===== config.mk =====
export PLATFORM = sky130hd
export DESIGN_NAME = imem_loader
export DESIGN_NICKNAME = d
export VERILOG_FILES = /design/src/rtl/imem_pkg.sv /design/src/rtl/imem_loader_csum.sv /design/src/rtl/imem_loader.sv
export SDC_FILE = /design/constraint.sdc
export NUM_CORES = 1
export LEC_CHECK = 0
export BUFFER_PORTS_ARGS = -buffer_cell sky130_fd_sc_hd__buf_2
export CORE_MARGIN = 5
export CORE_UTILIZATION = 58
export CTS_BUF_LIST = sky130_fd_sc_hd__clkbuf_2
export CTS_CLUSTER_SIZE = 24
export DETAILED_ROUTE_END_ITERATION = 10
export PLACE_DENSITY = 0.8
export SLEW_MARGIN = 20
export SYNTH_ARGS = -nofsm -noshare
export SYNTH_HDL_FRONTEND = slang
export SYNTH_SLANG_ARGS = --single-unit

===== constraint.sdc =====
create_clock -name clk -period 6.75 [get_ports clk]
set_clock_uncertainty 0.15 [all_clocks]
set_input_delay 0.675 -clock clk [delete_from_list [all_inputs] [get_ports clk]]
set_output_delay 0.675 -clock clk [all_outputs]
set_load 0.005 [all_outputs]

===== src/rtl/imem_pkg.sv =====
// imem_pkg: loader FSM encoding and instruction-memory geometry shared with the memory.
package imem_pkg;
  typedef enum logic [2:0] {
    S_IDLE,
    S_LEN_HI,
    S_LEN_LO,
    S_DATA,
    S_CSUM,
    S_ERR
  } state_t;
  localparam int IMEM_BYTES = 256;
  localparam int IMEM_MAX_WORDS = IMEM_BYTES / 4;
  localparam int FRAME_OVH = 3;
  function automatic logic [15:0] last_idx(input logic [15:0] n);
    return {n[13:0], 2'b00} - 16'd1;
  endfunction
endpackage


===== src/rtl/imem_loader_csum.sv =====
// imem_loader_csum: XOR accumulator over the data bytes of one frame.
module imem_loader_csum (
  input  logic       clk,
  input  logic       rst,
  input  logic       i_clr,
  input  logic       i_en,
  input  logic [7:0] i_data,
  output logic [7:0] o_csum
);
  logic [7:0] r_csum;
  always_ff @(posedge clk or posedge rst) begin
    if (rst) r_csum <= '0;
    else if (i_clr) r_csum <= '0;
    else if (i_en) r_csum <= r_csum ^ i_data;
  end
  assign o_csum = r_csum;
endmodule


===== src/rtl/imem_loader.sv =====
// imem_loader: framed byte stream to big-endian instruction memory, holding the CPU while loading.
module imem_loader
  import imem_pkg::*;
#(
  parameter int ADDR_W    = 8,
  parameter int MEM_BYTES = IMEM_BYTES,
  parameter int BASE_ADDR = 0
) (
  input  logic              clk,
  input  logic              rst,
  input  logic              i_start,
  input  logic              i_in_valid,
  input  logic [7:0]        i_in_data,
  output logic              o_in_ready,
  output logic              o_mem_we,
  output logic [ADDR_W-1:0] o_mem_addr,
  output logic [7:0]        o_mem_wdata,
  output logic              o_cpu_hold,
  output logic              o_busy,
  output logic              o_done,
  output logic              o_error,
  output logic [15:0]       o_words_loaded
);
  localparam int MAX_WORDS = MEM_BYTES / 4;
  state_t            r_state;
  logic [15:0]       r_n;
  logic [15:0]       r_idx;
  logic              r_mem_we;
  logic [ADDR_W-1:0] r_mem_addr;
  logic [7:0]        r_mem_wdata;
  logic              r_cpu_hold;
  logic              r_busy;
  logic              r_done;
  logic              r_error;
  logic [15:0]       r_words;
  logic              w_acc;
  logic              w_clr;
  logic              w_en;
  logic [7:0]        w_csum;
  logic [15:0]       w_n;
  assign o_in_ready = r_state inside {S_LEN_HI, S_LEN_LO, S_DATA, S_CSUM};
  assign w_acc      = i_in_valid && o_in_ready;
  assign w_clr      = (r_state == S_IDLE) && i_start;
  assign w_en       = w_acc && (r_state == S_DATA);
  assign w_n        = {r_n[15:8], i_in_data};
  imem_loader_csum u_csum (
    .clk    (clk),
    .rst    (rst),
    .i_clr  (w_clr),
    .i_en   (w_en),
    .i_data (i_in_data),
    .o_csum (w_csum)
  );
  // Every output is registered; hold/busy drop on the same edge that re-enters IDLE.
  always_ff @(posedge clk or posedge rst) begin
    if (rst) begin
      r_state     <= S_IDLE;
      r_n         <= '0;
      r_idx       <= '0;
      r_mem_we    <= 1'b0;
      r_mem_addr  <= '0;
      r_mem_wdata <= '0;
      r_cpu_hold  <= 1'b0;
      r_busy      <= 1'b0;
      r_done      <= 1'b0;
      r_error     <= 1'b0;
      r_words     <= '0;
    end else begin
      r_mem_we <= 1'b0;
      r_done   <= 1'b0;
      case (r_state)
        S_IDLE: if (i_start) begin
          r_state    <= S_LEN_HI;
          r_error    <= 1'b0;
          r_idx      <= '0;
          r_cpu_hold <= 1'b1;
          r_busy     <= 1'b1;
        end
        S_LEN_HI: if (w_acc) begin
          r_n[15:8] <= i_in_data;
          r_state   <= S_LEN_LO;
        end
        S_LEN_LO: if (w_acc) begin
          r_n     <= w_n;
          r_words <= w_n;
          r_state <= (w_n > 16'(MAX_WORDS)) ? S_ERR : (w_n == 16'd0) ? S_CSUM : S_DATA;
        end
        S_DATA: if (w_acc) begin
          r_mem_we    <= 1'b1;
          r_mem_addr  <= ADDR_W'(BASE_ADDR) + r_idx[ADDR_W-1:0];
          r_mem_wdata <= i_in_data;
          r_idx       <= r_idx + 16'd1;
          if (r_idx == last_idx(r_n)) r_state <= S_CSUM;
        end
        S_CSUM: if (w_acc) begin
          if (i_in_data == w_csum) begin
            r_state    <= S_IDLE;
            r_done     <= 1'b1;
            r_cpu_hold <= 1'b0;
            r_busy     <= 1'b0;
          end else begin
            r_state <= S_ERR;
          end
        end
        S_ERR: begin
          r_error    <= 1'b1;
          r_state    <= S_IDLE;
          r_cpu_hold <= 1'b0;
          r_busy     <= 1'b0;
        end
        default: r_state <= S_IDLE;
      endcase
    end
  end
  assign o_mem_we       = r_mem_we;
  assign o_mem_addr     = r_mem_addr;
  assign o_mem_wdata    = r_mem_wdata;
  assign o_cpu_hold     = r_cpu_hold;
  assign o_busy         = r_busy;
  assign o_done         = r_done;
  assign o_error        = r_error;
  assign o_words_loaded = r_words;
endmodule


### After elaboration in Yosys (flattened, before gate mapping)

Cells that the tools add are included.

| storage, ports and cells | value |
|---|---|
| output and inout bits | 38 |
| input port bits | 12 |
| logic and storage cells | 76 |
| flip-flop bits (word level) | 79 |

| cells by class | value |
|---|---|
| reductions and logical operators | 17 |
| eq/ne operators | 14 |
| bitwise logic cells | 2 |
| multiplexer cells | 28 |
| add/subtract/negate cells | 2 |
| $lt $le $gt $ge | 1 |

Operators by type and width:

| operator | count |
|---|---|
| $mux W16 | 2 |
| $pmux W16 S2 | 1 |
| $mux W3 | 9 |
| $mux W8 | 3 |
| $add A16 B1 Y16 const B | 1 |
| $eq A16 B16 Y1 | 1 |
| $gt A16 B7 Y1 const B | 1 |
| $logic_not A16 Y1 | 1 |
| $pmux W8 S2 | 1 |
| $sub A16 B1 Y16 const B | 1 |
| $pmux W3 S5 | 1 |
| $ne A2 B2 Y1 const B | 5 |
| $mux W1 | 9 |
| $eq A8 B8 Y1 | 1 |
| $xor A8 B8 Y8 | 1 |
| $eq A3 B2 Y1 const B | 2 |
| $eq A3 B3 Y1 const B | 2 |
| $reduce_and A2 Y1 | 3 |
| $reduce_and A3 Y1 | 2 |
| $reduce_and A6 Y1 | 1 |
| $reduce_bool A2 Y1 | 3 |
| $ne A2 B1 Y1 const B | 2 |
| $reduce_and A4 Y1 | 1 |
| $reduce_bool A4 Y1 | 1 |
| 7 further kinds | 9 |

### Logic depth before layout (Yosys ltp)

Gate-level depths: netlist of the first run.

| depth | value |
|---|---|
| depth after elaboration | 6 |
| mapped depth | 10 |
| gate-level depth less buffers | 8 |

### Modules after synthesis

From an unflattened synthesis of the first run, not the netlist that was laid out.

| second synthesis, totals | value |
|---|---|
| cells, all modules | 391 |
| area total of the unflattened synthesis | 3,793.6 sq um |

Modules (own cells, without submodules):

| module | times used | area each (sq um) | cells an instance | sequential area each (sq um) |
|---|---|---|---|---|
| imem_loader | 1 | 3,383.2 | 355 | 1,576.5 |
| imem_loader_csum | 1 | 410.4 | 36 | 200.2 |

### Worst setup path after synthesis of the first run

No wires, ideal clock.

| timing | value |
|---|---|
| path type | register to register |
| start | register r_n[0] |
| end | register r_state[0] |
| arrival time | 2,036 ps |
| slack | 4,427 ps |
| required time | 6,464 ps |
| buffers on the path | 0 |
| cell stages (with the launch flop) | 9 |
| library setup time | 136 ps |
| path through | dfrtp_1 inv_1 ha_1 nor3b_1 a21boi_0 a2111o_1 a31oi_1 nor3b_1 a31oi_1 |

| on the way | value |
|---|---|
| word-level cells in the longest chain between the ends | 4 |

RTL lines:

| item | line | source |
|---|---|---|
| start: declaration | imem_loader.sv:26 | `logic [15:0] r_n;` |
| start signal: assignment | imem_loader.sv:84 | `r_n <= w_n;` |
| $sub A16 B1 Y16 | imem_pkg.sv:15 | `return {n[13:0], 2'b00} - 16'd1;` |
| $eq A16 B16 Y1 | imem_loader.sv:93 | `if (r_idx == last_idx(r_n)) r_state <= S_CSUM;` |
| $ne A2 B1 Y1 (no source line) | n/a |  |
| $reduce_and A6 Y1 (no source line) | n/a |  |
| end signal: assignment | imem_loader.sv:86 | `r_state <= (w_n > 16'(MAX_WORDS)) ? S_ERR : (w_n == 16'd0) ? S_CSUM : S_DATA;` |
| end: declaration | imem_loader.sv:25 | `state_t r_state;` |

Every way passes these cells.
A chain may end at the register's enable or synchronous reset.

### Final worst setup path of the first run

| timing | value |
|---|---|
| start | register r_state[2] |
| end | register r_idx[15] |

| on the way | value |
|---|---|
| word-level cells in the longest chain between the ends | 5 |

RTL lines:

| item | line | source |
|---|---|---|
| $eq A3 B1 Y1 (tied with other cells) | imem_loader.sv:41 | `assign o_in_ready = r_state inside {S_LEN_HI, S_LEN_LO, S_DATA, S_CSUM};` |
| $reduce_bool A4 Y1 | imem_loader.sv:41 |  |
| $logic_and A1 B1 Y1 | imem_loader.sv:42 | `assign w_acc = i_in_valid && o_in_ready;` |
| $ne A2 B2 Y1 (no source line) | n/a |  |
| $reduce_and A3 Y1 (no source line) | n/a |  |
| end signal: assignment | imem_loader.sv:92 | `r_idx <= r_idx + 16'd1;` |
| end: declaration | imem_loader.sv:27 | `logic [15:0] r_idx;` |

Several ways; a longest one is shown, not always the timed one.

==> impl_metrics.json, run 1 <==
{
  "status": "complete, no violations",
  "portBuffers": 49,
  "die_y_um": 90.2,
  "holdCritPathClass": "input pin to asynchronous set/reset pin",
  "clock_path_buffers": 2,
  "criticalPathCategory": "flip-flop to flip-flop",
  "vias_per_cell": 5.80,
  "drt_iter0_markers": 165,
  "pre_cts_ws_ps": 3690,
  "start_util_pct": 59.0,
  "fmax_ghz": 0.320,
  "post_cts_buffers": 0,
  "cts.sinks": 71,
  "areaGrowthSynthToFinish_pct": 8.03,
  "final_cells": 498,
  "tightest_slew_ps": 867,
  "num_antenna_cells": 0,
  "grtUsageMet2_pct": 32.3,
  "r2r-start": "r_state[2]$_DFFE_PP0P_",
  "yosys_warnings": 0,
  "path_common_cell": "nor2_1",
  "ys_ff_latch": 71,
  "crit_slowest_cell": "dfrtp_1",
  "cp_max_fo": 29,
  "route.vias.total": 2886,
  "gp_congestion": 0.861,
  "synthFlopType": "dfrtp_1",
  "slew_headroom_pct": 42.2,
  "clk_latency_ps": 510,
  "drc": 0,
  "grt_start_max_net_pins": 72,
  "end_kind": "flip-flop",
  "syn_area_mm2": 0.00373,
  "reg2reg_depth": 9,
  "hold_viol": 0,
  "grt_pass1_vias": 2801,
  "crit_path_start": "r_state[2]$_DFFE_PP0P_",
  "hold_buffers": 0,
  "coreArea_mm2": 0.00631,
  "crit_required_ps": 7010,
  "wl_per_cell_um": 15.9,
  "die_x_um": 90.2,
  "drv_cap": 0,
  "drv_slew": 0,
  "setup_ws_ps": 3630,
  "crit_end": "r_idx[15]$_DFFE_PP0P_",
  "path_delay_family": "simple AND/OR/NAND/NOR gates",
  "track_usage_pct": 20.3,
  "top_usage_layer": "met2",
  "crit_cells": 9,
  "ir_drop_uv": 242,
  "routed_wl_mm": 7.90,
  "hold_ws_ps": 232,
  "cts_root_buf": "clkbuf_2",
  "syn_nets": 394,
  "start_kind": "flip-flop",
  "worstPathArrival_ps": 3380,
  "seq_area_frac_synth_pct": 47.7,
  "row_count": 29,
  "syn_inst": 380,
  "synth_cell_type_count": 56,
  "final_layout_size_suffix_gt1_share_pct": 24.0,
  "nets": 430,
  "r2r_end": "r_idx[15]$_DFFE_PP0P_",
  "cts_buffers": 9,
  "synthArstFlopShare_pct": 100,
  "io_pins": 50,
  "power_density_mw_per_mm2": 417,
  "min_period_ps": 3120,
  "critPathBufInv": 2,
  "antenna_found_initial": 0,
  "tritoncts": "yes",
  "first_pass_iters": 5,
  "path_cells": "and2b_2 -> nand3_1 -> buf_4 -> inv_1 -> o2111ai_1 -> nor2_1 -> nand4_1 -> xor2_1 -> nor2_1",
  "clk_transition_reported_paths_ps": 190,
  "grt_overflow_total": 0,
  "final_util_pct": 63.8,
  "grt_pass1_wl_mm": 13.6,
  "place_inst": 482,
  "min_period_over_period_pct": 46.3,
  "synth_edf_count": 0,
  "met3_usage_pct": 5.43,
  "dp_hpwl_mm": 5.58,
  "ff2ff_setup_slack_ps": 3630,
  "ant_nets": 0,
  "h-tree-depth": 3,
  "syn_area_per_cell_um2": 9.81,
  "fin_tns_setup_ps": 0,
  "cts_resized": 0,
  "cpPeakStageDelay_ps": 680,
  "leakage_nw": 1.91,
  "rsz0062_at_grt": "no",
  "finalSetupViolations": 0,
  "dieArea_mm2": 0.00813,
  "met1_usage_pct": 26.8,
  "fillers": 525
}
[state kept, by name, indices dropped and copies added (netlist names)]
signal,flops
r_idx,16
o_mem_wdata,8
r_state,3
r_n,15
o_words_loaded,9
u_csum.o_csum,8
o_busy,1
o_error,1
o_mem_addr,8
o_done,1
o_mem_we,1
[tightest hold or removal path: stages]
cell,delay [ps]
buf_2,100
inv_2,30
buf_4,650
[how the worst min path moves through the flow]
stage	from	end	slack, ps	cells after the start
after floorplan	o_mem_wdata[0]$_DFFE_PP0P_	o_mem_wdata[0]$_DFFE_PP0P_	320	2
after global placement	o_mem_addr[2]$_DFFE_PP0P_	o_mem_addr[2]$_DFFE_PP0P_	310	2
after detailed placement	o_mem_addr[2]$_DFFE_PP0P_	o_mem_addr[2]$_DFFE_PP0P_	310	2
after CTS	rst	o_mem_addr[2]$_DFFE_PP0P_	260	3
after global routing	i_in_data[1]	r_n[1]$_DFFE_PP0P_	260	3
final	rst	u_csum.o_csum[0]$_DFFE_PP0P_	230	3
[logic make-up after synthesis]
group,after synthesis,share of synthesized area [%]
adder cells (fa/ha/maj),2,0.671
flip-flops,71,47.7
AND/OR/NAND/NOR,151,19.9
AO/OA/AOI/OAI,60,9.94
XOR/XNOR,34,7.99
buffers and inverters,38,6.62
multiplexers,24,7.19
[cells in the mapped netlist (2+ instances only)]
library cell,number,area share [%]
xor2_1,15,3.5
o211a_1,3,0.81
clkbuf_1,10,1.0
ha_1,2,0.67
nand2b_1,2,0.34
buf_4,9,1.8
nor3_1,7,0.94
nor3b_1,3,0.60
mux2_2,22,6.6
nor2_1,37,3.7
and3_1,3,0.50
or3_1,3,0.50
nand4_1,8,1.3
dfrtp_1,71,48
xnor2_1,19,4.5
buf_6,2,0.60
nand2_1,67,6.7
buf_1,2,0.20
o21ai_0,27,3.6
nand3_1,4,0.54
mux2i_1,2,0.54
nor4_1,3,0.50
nand3b_1,2,0.40
a21oi_1,12,1.6
inv_1,11,1.1
a31oi_1,4,0.67
[power by group]
group          total [mW]  switching [mW]  internal, mW
registers           0.770           0.190         0.579
clock network       0.273           0.150         0.123
logic               0.636           0.326         0.310
total                1.68           0.666          1.01
[metrics by stage]
| stage | power [mW] | area [µm²] |
|---|---|---|
| after floorplan | 1.27 | 3730 |
| after global placement | 1.38 | 3880 |
| after detailed placement | 1.41 | 3880 |
| after CTS | 1.68 | 4020 |
| after global routing | 1.82 | 4030 |
| final | 1.68 | 4030 |
[metal layers]
layer | vias up | part of all wire [%]
li1 | 1370 | -
met1 | 1409 | 44
met2 | 94 | 49
met3 | 13 | 5.6
met4 | 0 | 1.3
met5 | - | 0
[area by class of cell]
class	count	area [µm²]	share of cell area, %
clock buffer	10	50.0	1.24
clock inverter	6	85.1	2.11
inverter	11	41.3	1.03
multi-input combinational	271	1710	42.4
sequential	71	1780	44.1
tap	77	96.3	2.39
timing repair buffer	52	268	6.65
[layout by cell type (no fill, tap or decap), types with 2 or more instances in the layout]
cell type / n
bufinv_16: 2
nand4_1: 8
buf_4: 3
ha_1: 2
o21ai_0: 27
nor3_1: 6
nand3b_1: 2
mux2_2: 22
nand3_1: 4
nor4_1: 3
nand2b_1: 2
or3_1: 3
xnor2_1: 19
xor2_1: 15
buf_2: 49
nand2_1: 67
inv_1: 10
a31oi_1: 4
and3_1: 3
clkbuf_2: 10
o211a_1: 3
mux2i_1: 2
a21oi_1: 12
nor3b_1: 3
nor2_1: 37
dfrtp_1: 71
No activity file was read; power rests on OpenSTA's default activity.
==> run 2, diff against run 1 <==
Settings changed: ABC_AREA from default to 1, CORE_UTILIZATION 58 to 54, PLACE_DENSITY 0.8 to 0.78.
Clock period 6.75 ns to 2.6 ns, I/O delays scaled along.
==> impl_metrics.json, run 2 <==
{
  "hold_ws_ps": 49.9,
  "criticalPathCategory": "flip-flop to flip-flop",
  "synthFlopType": "dfrtp_1",
  "antenna_found_initial": 0,
  "pre_cts_ws_ps": 469,
  "cts.sinks": 71,
  "final_common_cell": "nand2_1",
  "track_usage_pct": 23.1,
  "start_util_pct": 56.0,
  "reg2reg_depth": 14,
  "place_inst": 615,
  "yosys-top-cells-count": "nand2_1 (148), dfrtp_1 (71), inv_1 (49), o21ai_0 (49), nor2_1 (39)",
  "setup_ws_ps": 420,
  "yosysTopAreaCell": "dfrtp_1",
  "syn_inst": 486,
  "holdPathStages": 5,
  "crit_required_ps": 2870,
  "die_y_um": 94.2,
  "route.vias.total": 3334,
  "io_pins": 50,
  "hold_viol": 0,
  "clock_path_buffers": 2,
  "clk_latency_ps": 520,
  "cts_root_buf": "clkbuf_2",
  "worstPathArrival_ps": 2450,
  "grt_start_max_net_pins": 53,
  "ff2ff_setup_slack_ps": 420,
  "portBuffers": 49,
  "cp_max_fo": 6,
  "status": "complete, no violations",
  "ir_drop_uv": 551,
  "synthMuxAreaShare_pct": 0.294,
  "dieArea_mm2": 0.00887,
  "crit_end": "r_state[0]$_DFFE_PP0P_",
  "final_cells": 640,
  "highest_layer": "met4",
  "min_period_over_period_pct": 83.9,
  "syn_area_per_cell_um2": 7.88,
  "gp_congestion": 0.959,
  "tightest_slew_ps": 472,
  "fmax_ghz": 0.459,
  "tritoncts": "yes",
  "clk_transition_reported_paths_ps": 220,
  "wl_met1_mm": 4.10,
  "grt_overflow_total": 0,
  "place_area_mm2": 0.00412,
  "r2r-start": "r_n[0]$_DFFE_PP0P_",
  "synthArstFlopShare_pct": 100,
  "final_util_pct": 63.7,
  "finalSetupViolations": 0,
  "end_kind": "flip-flop",
  "leakage_nw": 2.32,
  "coreArea_mm2": 0.00683,
  "routed_wl_mm": 9.07,
  "synth_top_family_by_area": "simple AND/OR/NAND/NOR gates",
  "num_antenna_cells": 0,
  "yosys.area_share.simple_pct": 30.3,
  "drt_iter0_markers": 181,
  "ant_nets": 0,
  "power_density_mw_per_mm2": 1010,
  "row_count": 30,
  "ys_ff_latch": 71,
  "r2r_end": "r_state[0]$_DFFE_PP0P_",
  "drv_cap": 0,
  "areaGrowthSynthToFinish_pct": 13.7,
  "holdCritPathClass": "input pin to flip-flop",
  "seq_area_frac_synth_pct": 46.4,
  "grt_pass1_wl_mm": 16.0,
  "syn_nets": 500,
  "h-tree-depth": 3,
  "largest_reg_flops": 16,
  "grt_pass1_vias": 3304,
  "yosys_warnings": 0,
  "post_cts_buffers": 0,
  "drc": 0,
  "wl_met2_mm": 4.29,
  "die_x_um": 94.2,
  "vias_per_cell": 5.21,
  "design_area_mm2": 0.00435,
  "synth_xor_area_share_pct": 3.43,
  "synth_top_area_share_pct": 46.4,
  "cts_buffers": 9,
  "syn_area_mm2": 0.00383,
  "fin_tns_setup_ps": 0,
  "synth_cell_type_count": 43,
  "nets": 554,
  "wl_per_cell_um": 14.2,
  "rsz0062_at_grt": "no",
  "drv_slew": 0,
  "synth_fa_ha_area_share_pct": 0.654,
  "final_cell_mix": "nand2_1 (148), dfrtp_1 (71), o21ai_0 (49), buf_2 (49), inv_1 (48)",
  "largest_register": "r_idx",
  "synth_compound_area_share_pct": 10.5,
  "min_period_ps": 2180,
  "dp_hpwl_mm": 6.67,
  "final_layout_size_suffix_gt1_share_pct": 17.6,
  "synth.most_common_cell": "nand2_1",
  "dr_wl_met3_um": 520,
  "synthTopCellsByArea": "dfrtp_1 (46%), nand2_1 (15%), o21ai_0 (6.4%)",
  "synth_edf_count": 0,
  "slew_headroom_pct": 68.5,
  "p_total_mw": 4.41,
  "crit_path_start": "r_n[0]$_DFFE_PP0P_",
  "first_pass_iters": 4,
  "start_kind": "flip-flop"
}
==> run 2: cell types whose count changed after synthesis, moves of 5 or more <==
cell     previous run  this run
nand2_1            67       148
inv_1              11        49
o21ai_0            27        49
mux2_2             22         1
nand3_1             4        25
xnor2_1            19         6
xor2_1             15         9
nand2_2             0         5
nand4_1             8         3
nor2_2              0         5
==> run 2: cell type report <==
cell class	instances	area [µm²]
Fill cell	616	2480
Sequential cell	71	1780
Multi-Input combinational cell	341	1730
Timing Repair Buffer	62	380
Inverter	55	211
Tap cell	96	120
Clock inverter	6	86.3
Clock buffer	9	45.0
==> run 2: critical path, stage by stage, from the launching register on <==
cell and delay (ps):
dfrtp_1 460, inv_1 80, ha_1 300, nand2_1 70
nand2_1 50, nor3_1 260, nand3_1 110, nor2_1 110
nand2_1 70, nor2_1 80, nand2_1 80, nand2_2 90
nand2_1 70, nand2_1 70, nand2_1 40
==> run 2: how the worst min path moves through the flow <==
| stage | start | end | slack, ps |
|---|---|---|---|
| after floorplan | i_in_data[6] | o_mem_wdata[6]$_DFFE_PP0P_ | 290 |
| after global placement | rst | o_mem_wdata[1]$_DFFE_PP0P_ | 160 |
| after detailed placement | rst | o_mem_wdata[1]$_DFFE_PP0P_ | 160 |
| after CTS | i_start | r_state[1]$_DFFE_PP0P_ | 20 |
| after global routing | i_start | r_state[1]$_DFFE_PP0P_ | 60 |
| final | i_start | r_state[1]$_DFFE_PP0P_ | 50 |
==> run 2: logic make-up (layout without fill, tap and decap cells) <==
kind of cell    after synthesis  count (layout)
flops                        71              71
compound gates               71              71
xor+xnor                     15              15
buf+inv                      74             132
simple gates                252             252
fa+ha+maj                     2               2
mux                           1               1
==> run 2: power by group <==
part           internal [mW]  switching (mW)
sequential              1.47           0.348
combinational          0.739            1.13
clock                  0.312           0.414
total                   2.52            1.89
==> run 2: timing repair <==
action | in CTS | in global routing
endpoints found under the hold margin | 101 | 0
hold buffers | 10 | 0
gates resized for setup | 0 | 0
==> run 2: layer usage <==
layer	track usage, %	up-vias
li1	-	1663
met1	30.0	1553
met2	37.8	103
met3	5.13	15
met4	8.54	0
met5	0	-
